**src/rtl/control_sequencer_pkg.sv**
```systemverilog
// Shared types and constants for the accumulator-machine sequencer.
// Opcodes match the ALU's OP_* encoding; instruction = {opcode, addr}.
package control_sequencer_pkg;

  localparam int CS_SIZE   = 8;
  localparam int CS_ADDR_W = 5;
  localparam int CS_PC_W   = 8;
  localparam int OP_W      = 3;

  localparam int INSTR_OP_LSB = CS_ADDR_W;
  localparam int INSTR_OP_MSB = CS_ADDR_W + OP_W - 1;

  localparam logic [OP_W-1:0] OP_ADD = 3'd0;
  localparam logic [OP_W-1:0] OP_SUB = 3'd1;
  localparam logic [OP_W-1:0] OP_AND = 3'd2;
  localparam logic [OP_W-1:0] OP_OR  = 3'd3;
  localparam logic [OP_W-1:0] OP_XOR = 3'd4;
  localparam logic [OP_W-1:0] OP_NOT = 3'd5;
  localparam logic [OP_W-1:0] OP_LD  = 3'd6;
  localparam logic [OP_W-1:0] OP_ST  = 3'd7;

  typedef enum logic [2:0] {
    IDLE,
    FETCH,
    DECODE,
    OPERAND,
    EXECUTE,
    WRITEBACK
  } cs_state_e;

  typedef struct packed {
    logic needs_operand;
    logic is_store;
    logic writes_carry;
  } cs_dec_t;

endpackage

```
**src/rtl/control_sequencer_cs_decode.sv**
```systemverilog
// Opcode classifier for the sequencer.
// op_i: opcode; dec_o: {needs_operand, is_store, writes_carry}.
module cs_decode
  import control_sequencer_pkg::*;
(
  input  logic [OP_W-1:0] op_i,
  output cs_dec_t         dec_o
);

  always_comb begin
    dec_o.needs_operand = 1'b1;
    dec_o.is_store      = 1'b0;
    dec_o.writes_carry  = 1'b0;
    unique case (1'b1)
      (op_i == OP_NOT): begin
        dec_o.needs_operand = 1'b0;
      end
      (op_i == OP_ST): begin
        dec_o.needs_operand = 1'b0;
        dec_o.is_store      = 1'b1;
      end
      (op_i == OP_ADD),
      (op_i == OP_SUB): begin
        dec_o.writes_carry = 1'b1;
      end
      default: ;
    endcase
  end

endmodule

```
**src/rtl/control_sequencer.sv**
```systemverilog
// Multi-cycle accumulator sequencer driving an external ALU.
// Ports: CLK/RST_N/RUN control; imem_* fetch; dmem_* data; alu_* ALU; acc/carry_flag/pc/busy/instr_done status.
module control_sequencer
  import control_sequencer_pkg::*;
#(
  parameter int SIZE   = CS_SIZE,
  parameter int ADDR_W = CS_ADDR_W,
  parameter int PC_W   = CS_PC_W
) (
  input  logic                   CLK,
  input  logic                   RST_N,
  input  logic                   RUN,
  output logic                   imem_req,
  output logic [PC_W-1:0]        imem_addr,
  input  logic [OP_W+ADDR_W-1:0] imem_rdata,
  input  logic                   imem_valid,
  output logic                   dmem_req,
  output logic                   dmem_we,
  output logic [ADDR_W-1:0]      dmem_addr,
  output logic [SIZE-1:0]        dmem_wdata,
  input  logic [SIZE-1:0]        dmem_rdata,
  input  logic                   dmem_ack,
  output logic                   alu_ce,
  output logic [OP_W-1:0]        alu_op_code,
  output logic [SIZE-1:0]        alu_left,
  output logic [SIZE-1:0]        alu_right,
  input  logic [SIZE-1:0]        alu_result,
  input  logic                   alu_carry,
  output logic [SIZE-1:0]        acc,
  output logic                   carry_flag,
  output logic [PC_W-1:0]        pc,
  output logic                   busy,
  output logic                   instr_done
);

  localparam int IW = OP_W + ADDR_W;

  cs_state_e       state_q;
  logic [PC_W-1:0] pc_q;
  logic [PC_W-1:0] pc_d;
  logic [IW-1:0]   ir_q;
  logic [SIZE-1:0] opr_q;
  logic [SIZE-1:0] res_q;
  logic [SIZE-1:0] acc_q;
  logic            cres_q;
  logic            carry_q;
  logic [OP_W-1:0] op;
  cs_dec_t         dec;
  logic            retire;
  logic            in_wb;

  assign op     = ir_q[IW-1:ADDR_W];
  assign pc_d   = pc_q + PC_W'(1);
  assign in_wb  = (state_q == WRITEBACK);
  // Stores retire on the write ack; everything else retires in one WB cycle.
  assign retire = in_wb && (!dec.is_store || dmem_ack);

  cs_decode u_decode (
    .op_i  (op),
    .dec_o (dec)
  );

  always_ff @(posedge CLK or negedge RST_N) begin
    if (!RST_N) begin
      state_q <= IDLE;
      pc_q    <= '0;
      ir_q    <= '0;
      opr_q   <= '0;
      res_q   <= '0;
      acc_q   <= '0;
      cres_q  <= 1'b0;
      carry_q <= 1'b0;
    end else begin
      unique case (state_q)
        IDLE: begin
          if (RUN) state_q <= FETCH;
        end
        FETCH: begin
          if (imem_valid) begin
            ir_q    <= imem_rdata;
            state_q <= DECODE;
          end
        end
        DECODE: begin
          state_q <= dec.needs_operand ? OPERAND : EXECUTE;
        end
        OPERAND: begin
          if (dmem_ack) begin
            opr_q   <= dmem_rdata;
            state_q <= EXECUTE;
          end
        end
        EXECUTE: begin
          res_q   <= alu_result;
          cres_q  <= alu_carry;
          state_q <= WRITEBACK;
        end
        WRITEBACK: begin
          if (retire) begin
            if (!dec.is_store) begin
              acc_q <= res_q;
              if (dec.writes_carry) carry_q <= cres_q;
            end
            pc_q    <= pc_d;
            state_q <= RUN ? FETCH : IDLE;
          end
        end
        default: state_q <= IDLE;
      endcase
    end
  end

  // Handshake outputs decode straight from the state register, so they
  // fall asynchronously with reset and stay stable while waiting.
  assign imem_req    = (state_q == FETCH);
  assign imem_addr   = pc_q;
  assign dmem_req    = (state_q == OPERAND) || (in_wb && dec.is_store);
  assign dmem_we     = in_wb && dec.is_store;
  assign dmem_addr   = ir_q[ADDR_W-1:0];
  assign dmem_wdata  = res_q;
  assign alu_ce      = (state_q == EXECUTE);
  assign alu_op_code = op;
  assign alu_left    = acc_q;
  assign alu_right   = opr_q;
  assign acc         = acc_q;
  assign carry_flag  = carry_q;
  assign pc          = pc_q;
  assign busy        = (state_q != IDLE);
  assign instr_done  = retire;

endmodule

```
**config.mk**
```make
export PLATFORM = sky130hd
export DESIGN_NAME = control_sequencer
export DESIGN_NICKNAME = d
export VERILOG_FILES = /design/src/rtl/control_sequencer_pkg.sv /design/src/rtl/control_sequencer_cs_decode.sv /design/src/rtl/control_sequencer.sv
export SDC_FILE = /design/constraint.sdc
export NUM_CORES = 1
export LEC_CHECK = 0
export CORE_UTILIZATION = 43
export CTS_BUF_LIST = sky130_fd_sc_hd__clkbuf_8
export DETAILED_ROUTE_END_ITERATION = 8
export GPL_TIMING_DRIVEN = 0
export PLACE_DENSITY_LB_ADDON = 0.25
export SKIP_LAST_GASP = 1
export SYNTH_ARGS = -nofsm -noshare
export SYNTH_HDL_FRONTEND = slang
export SYNTH_SLANG_ARGS = --single-unit
```
**constraint.sdc**
```tcl
create_clock -name CLK -period 1.98 [get_ports CLK]
set_input_delay 0.396 -clock CLK [delete_from_list [all_inputs] [get_ports CLK]]
set_output_delay 0.396 -clock CLK [all_outputs]
set_load 0.01 [all_outputs]
```
==> flow_metrics.env, run 1 <==
export IMPL_number_of_maximum_capacitance_violations=0
export IMPL_synthMuxAreaShare=0.1892
export IMPL_slew_viol_final=0
export IMPL_peakVddDrop_uv=779.5
export IMPL_synth_compound_area_share=0.03483
export IMPL_via_count_of_the_first_global_routing_pass=1656
export IMPL_dominantRegCellSynth="dfrtp_1"
export IMPL_placement_cell_area_um2=3084
export IMPL_xor_xnor_fraction_of_synth_area=0.02943
export IMPL_synth_top_area_frac=0.5405
export IMPL_min_path_type="in -> async"
export IMPL_drive_gt1_frac=0.2632
export IMPL_design_die_area_um2=5127
export IMPL_routed_wl_mm=4.526
export IMPL_synth_largest_area_cell="dfrtp_1"
export IMPL_synth_most_common_cell="dfrtp_1"
export IMPL_antenna_found_initial=0
export IMPL_detail_route_vias_per_cell=5.119
export IMPL_synth_enable_flop_cells=0
export IMPL_cts_made_buffers=5
export IMPL_r2r_start="state_q[1]$_DFFE_PN0P_"
export IMPL_crit_path_start="state_q[1]$_DFFE_PN0P_"
export IMPL_buffer_depth_of_the_longest_clock_path=2
export IMPL_yosys_top_cells_area="dfrtp_1 54%, mux2_2 10%, mux2_1 8.6%"
export IMPL_clock_tree_from_tritoncts="done"
export IMPL_synth_sequential_area_ratio=0.5405
export IMPL_track_usage=0.1922
export IMPL_io_buffer_count=92
export IMPL_synthArstFlopShare=1.000
export IMPL_grt_ovfl_total=0
export IMPL_postLayoutCellArea_um2=3262
export IMPL_critPathRequiredTime_ns=1.58
export IMPL_pnr_total_power_w=0.005277
export IMPL_critical_path_reg2reg_endpoint="ir_q[6]$_DFFE_PN0P_"
export IMPL_setup_reg_to_reg_worst_slack_ns=0.37
export IMPL_largest_net_degree_at_the_start_of_global_routing=29
export IMPL_postSynthNetCount=189
export IMPL_syn_to_final_growth_pct=56.58
export IMPL_row_count=24
export IMPL_cts_root_buf="clkbuf_8"
export IMPL_crit_path_capture="instr_done"
export IMPL_clkLatencyLatePin_ns=0.30
export IMPL_fp_dieH_um=71.61
export IMPL_post_synth_and_or_nand_nor_area_fraction=0.1189
export IMPL_core_area_um2=4504
export IMPL_worst_slew_pin_transition_ns=0.4253
export IMPL_syn_area_um2=2083
export IMPL_worst_setup_path_type="reg -> out"
export IMPL_routed_via_count=1628
export IMPL_wire_length_of_the_first_global_routing_pass_mm=7.555
export IMPL_ys_seq_elements=45
export IMPL_die_width_um=71.61
export IMPL_critPathArrivalTime_ns=1.51
export IMPL_finalCriticalPeriod_ns=1.907
export IMPL_max_clock_freq_ghz=0.5245
export IMPL_leakagePower_nw=1.422
export IMPL_crit_path_max_fanout=9
export IMPL_mean_area_per_synthesized_cell_um2=13.19
export IMPL_reg2reg_depth=6
export IMPL_critical_path_startpoint_type="flop"
export IMPL_place_detailed_hpwl_mm=3.254
export IMPL_status="complete, no violations"
export IMPL_period_share=0.9629
export IMPL_final_nets=296
export IMPL_antennaDiodeCount=0
export IMPL_remaining_drc_errors=0
export IMPL_detailedRoute_firstIterationViolations=56
export IMPL_synthDistinctLibCells=35
export IMPL_clkSlewWorstSetupHoldPaths_ns=0.08
export IMPL_tritoncts_num_sinks=45
export IMPL_yosys_warnings=0
export IMPL_power_density_cell_area_nw_per_um2=1618
export IMPL_hold_viol_final=0
export IMPL_setup_repair_after_global_routing_missed_its_margin="yes"
export IMPL_slew_headroom=0.7164
export IMPL_synthCells=158
export IMPL_clock_skew_ns=0.002412
export IMPL_floorplan_initialDensity=0.4625
export IMPL_gp_routability_congestion=0.8435
export IMPL_timing_final_setup_violations=0
export IMPL_i_o_pin_count=93
export IMPL_clock_tree_htree_level_count=2
export IMPL_drt_first_pass_iters=4
export IMPL_synth_top_family_by_area="multiplexers"
export IMPL_ant_nets=0
export IMPL_synthAdderAreaFrac=0.006006
export IMPL_worstSetupEndpointType="primary output"
export IMPL_post_drt_wl_per_cell_um=14.23
export IMPL_yosys_top_cells_count="45 x dfrtp_1, 19 x buf_4, 19 x mux2_2, 16 x mux2_1, 7 x xor2_1"
[power by group]
group	switching (W)	internal (W)
clock network	0.000306	0.000316
logic	0.00105	0.00185
registers	0.000380	0.00138
[worst min-delay path by stage]
stage                              startpoint  cells after the start  slack [ns]                        end
after CTS                               RST_N                      1        0.04  dmem_wdata[4]$_DFFE_PN0P_
after detailed placement                RST_N                      1        0.36  dmem_wdata[4]$_DFFE_PN0P_
after global placement    ir_q[0]$_DFFE_PN0P_                      1        0.47        ir_q[0]$_DFFE_PN0P_
final                                   RST_N                      1        0.02  dmem_wdata[4]$_DFFE_PN0P_
after floorplan                         RST_N                      0        0.10         acc[0]$_DFFE_PN0P_
after global routing                    RST_N                      1        0.05  dmem_wdata[4]$_DFFE_PN0P_
[critical path, stage by stage (launching register included)]
cell,delay [ns]
dfrtp_1,0.40
buf_4,0.15
nand3b_4,0.22
nor2_4,0.17
dlygate4sd2_1,0.28
[per-layer routing]
layer / GRT usage / part of all wire / up-vias
met4: 0.06318 / 0.012 / 0
li1: - / - / 756
met2: 0.3187 / 0.50 / 63
met3: 0.07454 / 0.079 / 6
met5: 0 / 0 / -
met1: 0.2303 / 0.41 / 803
[flip-flops by register name, indices dropped and copies added (netlist names)]
signal and count:
cres_q 1, ir_q 8, state_q 3, imem_addr 8
carry_flag 1, acc 8, dmem_wdata 8, alu_right 8
[cells in the final DEF (no fill, tap or decap), types with 3 or more instances in the layout]
cell type,Yosys,routed
nand2b_1,4,4
nor3_1,4,4
buf_4,19,26
nand2_1,4,4
buf_6,1,3
clkbuf_8,0,7
dfrtp_1,45,42
nor4_1,3,3
nor2_1,4,3
mux2_1,16,16
dfrtp_2,0,3
clkdlybuf4s50_1,0,84
dlygate4sd2_1,0,5
nand3_1,4,4
mux2_2,19,19
xor2_1,7,7
[logic make-up (layout without fill, tap and decap cells)]
logic type	after synthesis	in the layout
adder cells (fa/ha/maj)	1	1
XOR/XNOR	7	7
flip-flops	45	45
multiplexers	35	35
AND/OR/NAND/NOR	37	37
buffers and inverters	23	131
AO/OA/AOI/OAI	10	10
[per-stage QoR]
step	instances	hold WS (ns)	worst slack [ns]	setup TNS, ns	utilization
6_report	318	0.02401	0.07345	0	0.7242
3_3_place_gp	302	0.4666	-0.7087	-32.37	0.6814
2_1_floorplan	158	0.1004	0.4373	0	-
4_1_cts	316	0.03649	0.01593	0	0.7183
3_5_place_dp	303	0.3616	-0.5277	-0.6118	0.6847
5_1_grt	318	0.05368	-0.01567	-0.01567	0.7242
[area by class of cell]
type	count	area, um2
multi-input cells	90	802.0
flip-flops and latches	45	1130
clock inverters	1	5.005
fillers	344	1242
repair buffers	100	982.2
clock buffers	7	96.34
well taps	52	65.06
plain buffers	23	181.4
[timing repair]
action | in CTS | in global routing
resized for setup | 14 | 6
buffers inserted | 5 | 2
endpoints found under the setup margin | 6 | 3
hold buffers | 0 | 0
Power figures use the tool's default switching activity.
==> run 2: changes to the inputs <==
--- a/config.mk
+++ b/config.mk
@@ -5,7 +5,9 @@
 export SDC_FILE = /design/constraint.sdc
 export NUM_CORES = 1
 export LEC_CHECK = 0
-export CORE_UTILIZATION = 43
+export CELL_PAD_IN_SITES_DETAIL_PLACEMENT = 1
+export CELL_PAD_IN_SITES_GLOBAL_PLACEMENT = 2
+export CORE_UTILIZATION = 27
 export CTS_BUF_LIST = sky130_fd_sc_hd__clkbuf_8
 export DETAILED_ROUTE_END_ITERATION = 8
 export GPL_TIMING_DRIVEN = 0
==> flow_metrics.env, run 2 (synthesized netlist as in run 1, its figures left out) <==
export IMPL_status="complete, no violations"
export IMPL_post_drt_wl_per_cell_um=14.19
export IMPL_track_usage=0.1319
export IMPL_power_switching_fraction=0.3361
export IMPL_final_nets=300
export IMPL_hold_viol_final=0
export IMPL_clock_tree_htree_level_count=2
export IMPL_number_of_maximum_capacitance_violations=0
export IMPL_wire_length_of_the_first_global_routing_pass_mm=8.652
export IMPL_max_clock_freq_ghz=0.5286
export IMPL_detail_route_vias_per_cell=4.409
export IMPL_routed_wl_mm=5.236
export IMPL_remaining_drc_errors=0
export IMPL_worstPathCellList="buf_6 -> nor3b_4 -> buf_6 -> dlygate4sd2_1"
export IMPL_gp_routability_congestion=0.7024
export IMPL_cellInternalPower_w=0.003514
export IMPL_cts_root_buf="clkbuf_8"
export IMPL_r2r_start="state_q[1]$_DFFE_PN0P_"
export IMPL_clock_tree_from_tritoncts="done"
export IMPL_slowest_delay_ns=0.43
export IMPL_slew_viol_final=0
export IMPL_min_path_type="in -> async"
export IMPL_fp_dieH_um=89.84
export IMPL_crit_path_start="state_q[1]$_DFFE_PN0P_"
export IMPL_setup_repair_after_global_routing_missed_its_margin="yes"
export IMPL_floorplan_initialDensity=0.2827
export IMPL_peakVddDrop_uv=497.5
export IMPL_io_buffer_count=92
export IMPL_antennaDiodeCount=0
export IMPL_fin_setup_tns_ns=0
export IMPL_leakagePower_nw=1.436
export IMPL_layout_cells_most_common_list="84 x clkdlybuf4s50_1, 42 x dfrtp_1, 28 x buf_4"
export IMPL_p_clk_frac=0.103
export IMPL_worst_slew_pin_transition_ns=0.3640
export IMPL_power_density_cell_area_nw_per_um2=1590
export IMPL_routed_via_count=1627
export IMPL_tritoncts_num_sinks=45
export IMPL_critical_path_startpoint_type="flop"
export IMPL_via_count_of_the_first_global_routing_pass=1740
export IMPL_most_common_cell_after_layout_fill_and_taps_aside="clkdlybuf4s50_1"
export IMPL_critPathRequiredTime_ns=1.58
export IMPL_slew_headroom=0.7551
export IMPL_i_o_pin_count=93
export IMPL_detailedRoute_firstIterationViolations=16
export IMPL_reg2reg_depth=6
export IMPL_worst_setup_path_type="reg -> out"
export IMPL_antenna_found_initial=0
export IMPL_drive_gt1_frac=0.2667
export IMPL_final_fill_count=814
export IMPL_finish_cell_count_without_fillers=369
export IMPL_finalCriticalPeriod_ns=1.892
export IMPL_die_width_um=89.84
export IMPL_grt_ovfl_total=0
export IMPL_crit_path_max_fanout=10
export IMPL_critPathArrivalTime_ns=1.50
export IMPL_part_of_the_power_in_registers=0.330
export IMPL_power_share_combinational=0.567
export IMPL_timing_final_setup_violations=0
export IMPL_core_area_um2=7370
export IMPL_clock_skew_ns=0.004744
export IMPL_ant_nets=0
export IMPL_clkSlewWorstSetupHoldPaths_ns=0.08
export IMPL_power_switching_w=0.001779
export IMPL_period_share=0.9555
export IMPL_buffer_depth_of_the_longest_clock_path=2
export IMPL_cts_made_buffers=5
export IMPL_place_detailed_hpwl_mm=3.790
export IMPL_syn_to_final_growth_pct=59.82
export IMPL_design_die_area_um2=8071
export IMPL_clkLatencyLatePin_ns=0.29
export IMPL_path_common_cell="buf_6"
export IMPL_largest_net_degree_at_the_start_of_global_routing=39
export IMPL_place_detailed_instances=350
export IMPL_worstSetupEndpointType="primary output"
export IMPL_drt_first_pass_iters=4
export IMPL_slowest_stage="dfrtp_1"
export IMPL_row_count=31
run 2: cell count changes in the layout (fill, tap and decap cells not counted), sizes merged:
cell           delta
dlygate4sd3       +1
buf               +3
clkinv            -1
inv               +2
clkinvlp          +1
clkdlybuf4s15     -1
clkbuf            -1
run 2: repair_timing:
item,4_1_cts,5_1_grt
setup buffers,9,1
hold buffers,1,0
endpoints found under the setup margin,6,3
pin swaps,1,0
endpoints found under the hold margin,7,0
gates resized for setup,15,6
run 2: path summary, 6_finish.rpt:
path                                                  to  slack [ns]
worst max-delay path                              alu_ce        0.09
worst min-delay path            imem_addr[7]$_DFFE_PN0P_        0.48
worst max register to register       ir_q[6]$_DFFE_PN0P_        0.33
worst min register to register  imem_addr[7]$_DFFE_PN0P_        0.49
max in group asynchronous         state_q[0]$_DFFE_PN0P_        1.01
min in group CLK                imem_addr[7]$_DFFE_PN0P_        0.49
run 2: area by class of cell:
| cell class | count | area [um2] | area share |
|---|---|---|---|
| Buffer | 23 | 185.2 | 0.05562 |
| Clock buffer | 5 | 68.82 | 0.02067 |
| Clock inverter | 3 | 15.01 | 0.004510 |
| Multi-Input combinational cell | 90 | 797.0 | 0.2394 |
| Sequential cell | 45 | 1130 | 0.3393 |
| Tap cell | 99 | 123.9 | 0.03720 |
| Timing Repair Buffer | 104 | 1010 | 0.3033 |
run 2: per-layer routing:
metal / wire length (um) / vias up / part of all wire / global-route usage
met5: 0 / - / 0 / 0
met4: 31 / 0 / 0.0059 / 0.02459
met3: 373 / 6 / 0.071 / 0.04146
met2: 2647 / 58 / 0.51 / 0.2301
met1: 2183 / 807 / 0.42 / 0.1602
li1: - / 756 / - / -
run 2: through the flow:
| stage | power [W] | util | area, um2 | hold WS [ns] | setup slack (ns) |
|---|---|---|---|---|---|
| after floorplan | 0.003081 | - | 2083 | 0.1004 | 0.4373 |
| after global placement | 0.004600 | 0.4244 | 3128 | 0.4662 | -0.8495 |
| after detailed placement | 0.004649 | 0.4265 | 3143 | 0.2632 | -0.6154 |
| after CTS | 0.005340 | 0.4503 | 3318 | 0.4919 | -0.03778 |
| after global routing | 0.005649 | 0.4518 | 3329 | 0.4989 | -0.001980 |
| final | 0.005293 | 0.4518 | 3329 | 0.4843 | 0.08818 |
run 2: power by group through the flow:
stage,logic (W),clock network [W],registers (W)
2_1_floorplan,0.00115,0,0.00193
3_3_place_gp,0.00280,0,0.00180
3_5_place_dp,0.00283,0,0.00182
4_1_cts,0.00301,0.000571,0.00175
5_1_grt,0.00322,0.000607,0.00183
6_report,0.00300,0.000544,0.00175
run 2: critical path, delay by kind of cell (launching register included):
family        cells  cell delay [ns]
flops             1             0.43
buf+inv           3             0.54
simple gates      1             0.23
